===== config.mk =====
export PLATFORM = sky130hd
export DESIGN_NAME = spi_frame_rx
export DESIGN_NICKNAME = d
export VERILOG_FILES = /design/src/rtl/spi_frame_rx.sv
export SDC_FILE = /design/constraint.sdc
export NUM_CORES = 1
export LEC_CHECK = 0
export CAP_MARGIN = 20
export CORE_UTILIZATION = 49
export DETAILED_ROUTE_END_ITERATION = 10
export PLACE_DENSITY_LB_ADDON = 0.2
export SLEW_MARGIN = 20
export SYNTH_ARGS = -nofsm -noshare
export SYNTH_HDL_FRONTEND = slang
export SYNTH_SLANG_ARGS = --single-unit

===== constraint.sdc =====
create_clock -name clk -period 1.3 [get_ports clk]
set_input_delay 0.325 -clock clk [delete_from_list [all_inputs] [get_ports clk]]
set_output_delay 0.325 -clock clk [all_outputs]
set_load 0.1 [all_outputs]

===== src/rtl/spi_frame_rx.sv =====
// spi_frame_rx: SPI mode-0 target receiver for fixed 16-bit frames.
//
// A frame is one ncs-low window. Bits arrive MSB first on copi and are sampled
// on sclk rising edges. The frame layout is {rw, addr[6:0], data[7:0]}.
// Exactly 16 sclk rising edges inside the window produce a frame_valid pulse
// carrying the decoded fields. Any other edge count produces a frame_err pulse
// and leaves the fields untouched.
//
// Ports
//   clk          system clock; all state updates on its rising edge
//   rst_n        synchronous active-low reset
//   sclk         raw SPI clock (asynchronous to clk)
//   copi         raw SPI data from the controller (asynchronous)
//   ncs          raw active-low chip select (asynchronous)
//   frame_valid  one-cycle pulse: a good 16-bit frame was received
//   frame_rw     frame bit 15 (1 = write), held until the next frame_valid
//   frame_addr   frame bits 14:8, held until the next frame_valid
//   frame_data   frame bits 7:0, held until the next frame_valid
//   frame_err    one-cycle pulse: malformed frame (edge count != 16)
//   busy         high while a frame is in progress
//
// Timing: frame_valid/frame_err rise SYNC_STAGES+2 clk cycles after the first
// clk edge that samples raw ncs high. sclk must be slower than clk/4.
module spi_frame_rx #(
  parameter int unsigned SYNC_STAGES = 2
) (
  input  logic       clk,
  input  logic       rst_n,
  input  logic       sclk,
  input  logic       copi,
  input  logic       ncs,
  output logic       frame_valid,
  output logic       frame_rw,
  output logic [6:0] frame_addr,
  output logic [7:0] frame_data,
  output logic       frame_err,
  output logic       busy
);

  typedef enum logic {
    IDLE,
    ACTIVE
  } state_t;

  // --------------------------------------------------------------------------
  // Input synchronizers
  // --------------------------------------------------------------------------
  logic [SYNC_STAGES-1:0] sclk_sync_q;
  logic [SYNC_STAGES-1:0] copi_sync_q;
  logic [SYNC_STAGES-1:0] ncs_sync_q;

  always_ff @(posedge clk) begin
    if (!rst_n) begin
      // Idle bus pattern: sclk low, copi low, chip deselected.
      sclk_sync_q <= '0;
      copi_sync_q <= '0;
      ncs_sync_q  <= '1;
    end else begin
      sclk_sync_q <= {sclk_sync_q[SYNC_STAGES-2:0], sclk};
      copi_sync_q <= {copi_sync_q[SYNC_STAGES-2:0], copi};
      ncs_sync_q  <= {ncs_sync_q[SYNC_STAGES-2:0], ncs};
    end
  end

  logic sclk_s;
  logic copi_s;
  logic ncs_s;

  always_comb begin
    sclk_s = sclk_sync_q[SYNC_STAGES-1];
    copi_s = copi_sync_q[SYNC_STAGES-1];
    ncs_s  = ncs_sync_q[SYNC_STAGES-1];
  end

  // --------------------------------------------------------------------------
  // Edge detection
  // --------------------------------------------------------------------------
  logic       sclk_prev_q;
  logic       ncs_prev_q;
  logic [1:0] flush_q;
  logic       armed_q;
  logic       flushed;

  logic       sclk_rise_d;
  logic       ncs_rise_d;
  logic       ncs_fall_d;

  logic       sclk_rise_q;
  logic       ncs_rise_q;
  logic       ncs_fall_q;
  logic       copi_q;

  // The synchronizers reset to ncs-high, so a chip select that is already low
  // at reset release would look like a falling edge once the chain refills.
  // Falling edges are only honoured after ncs has been seen high on a value
  // that genuinely came from the pin (chain fully refilled since reset).
  always_comb begin
    flushed     = (flush_q == 2'(SYNC_STAGES));
    sclk_rise_d = sclk_s & ~sclk_prev_q;
    ncs_rise_d  = ncs_s & ~ncs_prev_q;
    ncs_fall_d  = ~ncs_s & ncs_prev_q & armed_q;
  end

  always_ff @(posedge clk) begin
    if (!rst_n) begin
      sclk_prev_q <= 1'b0;
      ncs_prev_q  <= 1'b1;
      flush_q     <= '0;
      armed_q     <= 1'b0;
      sclk_rise_q <= 1'b0;
      ncs_rise_q  <= 1'b0;
      ncs_fall_q  <= 1'b0;
      copi_q      <= 1'b0;
    end else begin
      sclk_prev_q <= sclk_s;
      ncs_prev_q  <= ncs_s;
      if (!flushed) begin
        flush_q <= flush_q + 2'd1;
      end
      armed_q     <= armed_q | (flushed & ncs_s);
      // Edge flags and the data bit are registered together so an sclk edge
      // and an ncs edge that coincide in the synchronized domain stay
      // coincident at the FSM.
      sclk_rise_q <= sclk_rise_d;
      ncs_rise_q  <= ncs_rise_d;
      ncs_fall_q  <= ncs_fall_d;
      copi_q      <= copi_s;
    end
  end

  // --------------------------------------------------------------------------
  // Frame FSM with registered outputs
  // --------------------------------------------------------------------------
  state_t      state_q;
  logic [15:0] shift_q;
  logic [4:0]  cnt_q;
  logic        valid_pend_q;
  logic        err_pend_q;
  logic        frame_valid_q;
  logic        frame_err_q;
  logic        frame_rw_q;
  logic [6:0]  frame_addr_q;
  logic [7:0]  frame_data_q;
  logic        busy_q;

  // The completion verdict is decided on the ACTIVE->IDLE edge and issued one
  // cycle later. The shift register is only cleared by a later frame start,
  // and that clear is non-blocking, so a new frame starting in the pulse
  // cycle cannot corrupt the fields being presented.
  always_ff @(posedge clk) begin
    if (!rst_n) begin
      state_q       <= IDLE;
      shift_q       <= '0;
      cnt_q         <= '0;
      valid_pend_q  <= 1'b0;
      err_pend_q    <= 1'b0;
      frame_valid_q <= 1'b0;
      frame_err_q   <= 1'b0;
      frame_rw_q    <= 1'b0;
      frame_addr_q  <= '0;
      frame_data_q  <= '0;
      busy_q        <= 1'b0;
    end else begin
      frame_valid_q <= valid_pend_q;
      frame_err_q   <= err_pend_q;
      if (valid_pend_q) begin
        frame_rw_q   <= shift_q[15];
        frame_addr_q <= shift_q[14:8];
        frame_data_q <= shift_q[7:0];
      end
      valid_pend_q <= 1'b0;
      err_pend_q   <= 1'b0;

      case (state_q)
        IDLE: begin
          if (ncs_fall_q) begin
            state_q <= ACTIVE;
            busy_q  <= 1'b1;
            shift_q <= '0;
            cnt_q   <= '0;
          end
        end
        ACTIVE: begin
          if (ncs_rise_q) begin
            // An sclk edge coinciding with deselect is deliberately dropped.
            state_q <= IDLE;
            busy_q  <= 1'b0;
            if (cnt_q == 5'd16) begin
              valid_pend_q <= 1'b1;
            end else begin
              err_pend_q <= 1'b1;
            end
          end else if (sclk_rise_q) begin
            shift_q <= {shift_q[14:0], copi_q};
            if (cnt_q != 5'd17) begin
              cnt_q <= cnt_q + 5'd1;
            end
          end
        end
        default: begin
          state_q <= IDLE;
          busy_q  <= 1'b0;
        end
      endcase
    end
  end

  always_comb begin
    frame_valid = frame_valid_q;
    frame_err   = frame_err_q;
    frame_rw    = frame_rw_q;
    frame_addr  = frame_addr_q;
    frame_data  = frame_data_q;
    busy        = busy_q;
  end

endmodule


==> qor.txt <==
Global-route wire length before repair: 6880 µm
Vias in the first global route: 1465
Mapped Cells: 222
# port buffers: 23
Hold Fails Final Rpt: 0
Fin worst setup slack: 35.1 ps
Initial drt markers: 111
Synth area leaders: dfxtp_1 (54%), nand3_1 (8.8%), mux2i_1 (7.9%)
CP Launch Type: flip-flop
Htree depth: 3
Setup slack, reg-to-reg: 40 ps
Synthesized flop and latch total: 58
Tcrit/Tclk final: 97.3%
Post-Syn Area: 0.00215 mm²
Worst Hold Class: reg2reg
Worst-Skew Late Latency: 330 ps
Pre-CTS setup slack: -19.7 ps
Antenna Cells: 0
GRT Util Overall: 20.8%
Largest net degree at the start of global routing: 28
DR WL/cell: 13.0 µm
CTS tree: built
Initial core utilization: 52.3%
Clock Tree Buf Depth: 2
Leading area contributor after synthesis: dfxtp_1
Via count: 1661
Hold_sp: sclk_prev_q
Worst-Margin Slew: 238 ps
Num ports: 24
Vias per cell: 5.29
Die Footprint: 0.00466 mm²
Critical path startpoint: cnt_q[1]
Commonest cells after routing, fill and taps aside: dfxtp_1 (55), nand3_1 (38), nor2_1 (24), a21oi_1 (22), buf_12 (21)
Final WL: 4090 µm
Core ar.: 0.00412 mm²
Post-synth top area share: 54.0%
Syn nets: 231
Detail Route Antenna Nets: 0
Commonest non-fill, non-tap cell in the layout: dfxtp_1
Slew Viols, Final: 0
Syn avg cell area: 9.69 µm²
Sequential-to-total area share from yosys stat: 54.0%
Total power: 3.81 mW
VDD IR max: 1230 µV
Crit path max fanout: 2
Clk_skew: 6.74 ps
Row cnt: 23
# DRC: 0
Clk sinks: 58
Setup Crit Path Kind: reg2reg
Total congestion overflow: 0
Post-DP HPWL: 2640 µm
Status: finished, final reports clean
Die height: 68.3 µm
Lkg Pwr: 1.07 nW
RSZ-0062 raised after global routing: true
Setup violations, final: 0
Setup_tns: 0 ps
Req. time, crit path: 1500 ps
Die X: 68.3 µm
Ys Warns: 0
PD cells: 1290 mW/mm²
Hold Slack: 381 ps
Worst endpoint data arrival time: 1470 ps
Area Growth Syn to Fin: 36.9%
Fmax achieved: 0.791 GHz
CTS buffer count: 9
Max-cap violations: 0
Min Tclk post-route: 1260 ps
Yosys cell types: 30
Slew HR: 84.1%
Root Driver: clkbuf_8
Worst Setup End Kind: flip-flop
FF-to-FF Start: cnt_q[1]
Worst-path clk slew: 60 ps
GP Congestion: 0.817
Nets: 268
Fraction of layout cells with a size suffix above 1: 24.6%
Initial antenna violation count: 0
Number of iterations in the first detailed-routing pass: 4
## report_power, final
| part | switching (mW) | internal [mW] | total, mW |
|---|---|---|---|
| Sequential | 0.0296 | 1.83 | 1.86 |
| Combinational | 0.110 | 0.0909 | 0.201 |
| Clock | 0.650 | 1.10 | 1.75 |
## registers in the layout (all words and copies together) (netlist names), 2 cells and up
| register | cells |
|---|---|
| frame_data | 8 |
| shift_q | 16 |
| cnt_q | 5 |
| frame_addr | 7 |
| ncs_sync_q | 2 |
| sclk_sync_q | 2 |
| flush_q | 2 |
| copi_sync_q | 2 |
## per-layer routing
layer | GRT usage (%) | routed length, µm
met5 | 0 | 0
met4 | 10.2 | 73
met3 | 7.00 | 157
met2 | 30.4 | 1920
met1 | 27.2 | 1940
## path summary, 6_finish.rpt
path	to	depth (start not counted)
worst min-delay path	sclk_rise_q	1
worst min register to register	sclk_rise_q	1
worst max-delay path	cnt_q[4]	5
worst max register to register	cnt_q[4]	5
## critical path, cell delays in order (launching register included)
cell and delay, ps:
dfxtp_2 340, inv_2 50, ha_4 150, and4bb_2 240
a22oi_2 250, o22ai_1 110
## repair_timing
action                                  CTS  global route
endpoints found under the setup margin    3             7
buffers inserted                          2             2
pin swaps                                 1             2
hold buffers                              0             0
gates resized for setup                   0             7
## synth_stat cells (all sizes together)
master and n:
nand2b 5, a31oi 2, o22ai 1, nand2 7
mux2i 17, a22oi 1, o21ai 2, inv 5
and2 8, nand4bb 1, nand3 38, and4bb 1
a211oi 2, buf 10, dfxtp 58, xor2 1
nor3b 2, a21oi 22, ha 4, nor2b 1
nand3b 1, and3b 1, clkbuf 6, nor2 24
o21a 1, o221a 1
## cell families (layout without fill, tap and decap cells)
| kind of cell | count (synthesis) | in the layout | synth area share [%] |
|---|---|---|---|
| AND/OR/NAND/NOR | 89 | 89 | 21.2 |
| flip-flops | 58 | 58 | 54.0 |
| AO/OA/AOI/OAI | 32 | 32 | 9.07 |
| buffers and inverters | 21 | 63 | 5.12 |
| multiplexers | 17 | 17 | 7.91 |
| adder cells (fa/ha/maj) | 4 | 4 | 2.33 |
| XOR/XNOR | 1 | 1 | 0.407 |
## layout make-up
cell class                      count  area (µm²)
Timing Repair Buffer               42         588
Clock buffer                       15         186
Clock inverter                      1        30.0
Sequential cell                    58        1160
Inverter                            5        18.8
Multi-Input combinational cell    143         895
Fill cell                         324        1170
Tap cell                           50        62.6
## per-stage QoR
step / std cells / cell area, µm² / util (%)
after floorplan: 222 / 2150 / -
after CTS: 312 / 2910 / 70.8
after global routing: 314 / 2950 / 71.6
after detailed placement: 294 / 2680 / 65.1
final: 314 / 2950 / 71.6
after global placement: 294 / 2680 / 65.1
Power figures use the tool's default switching activity.
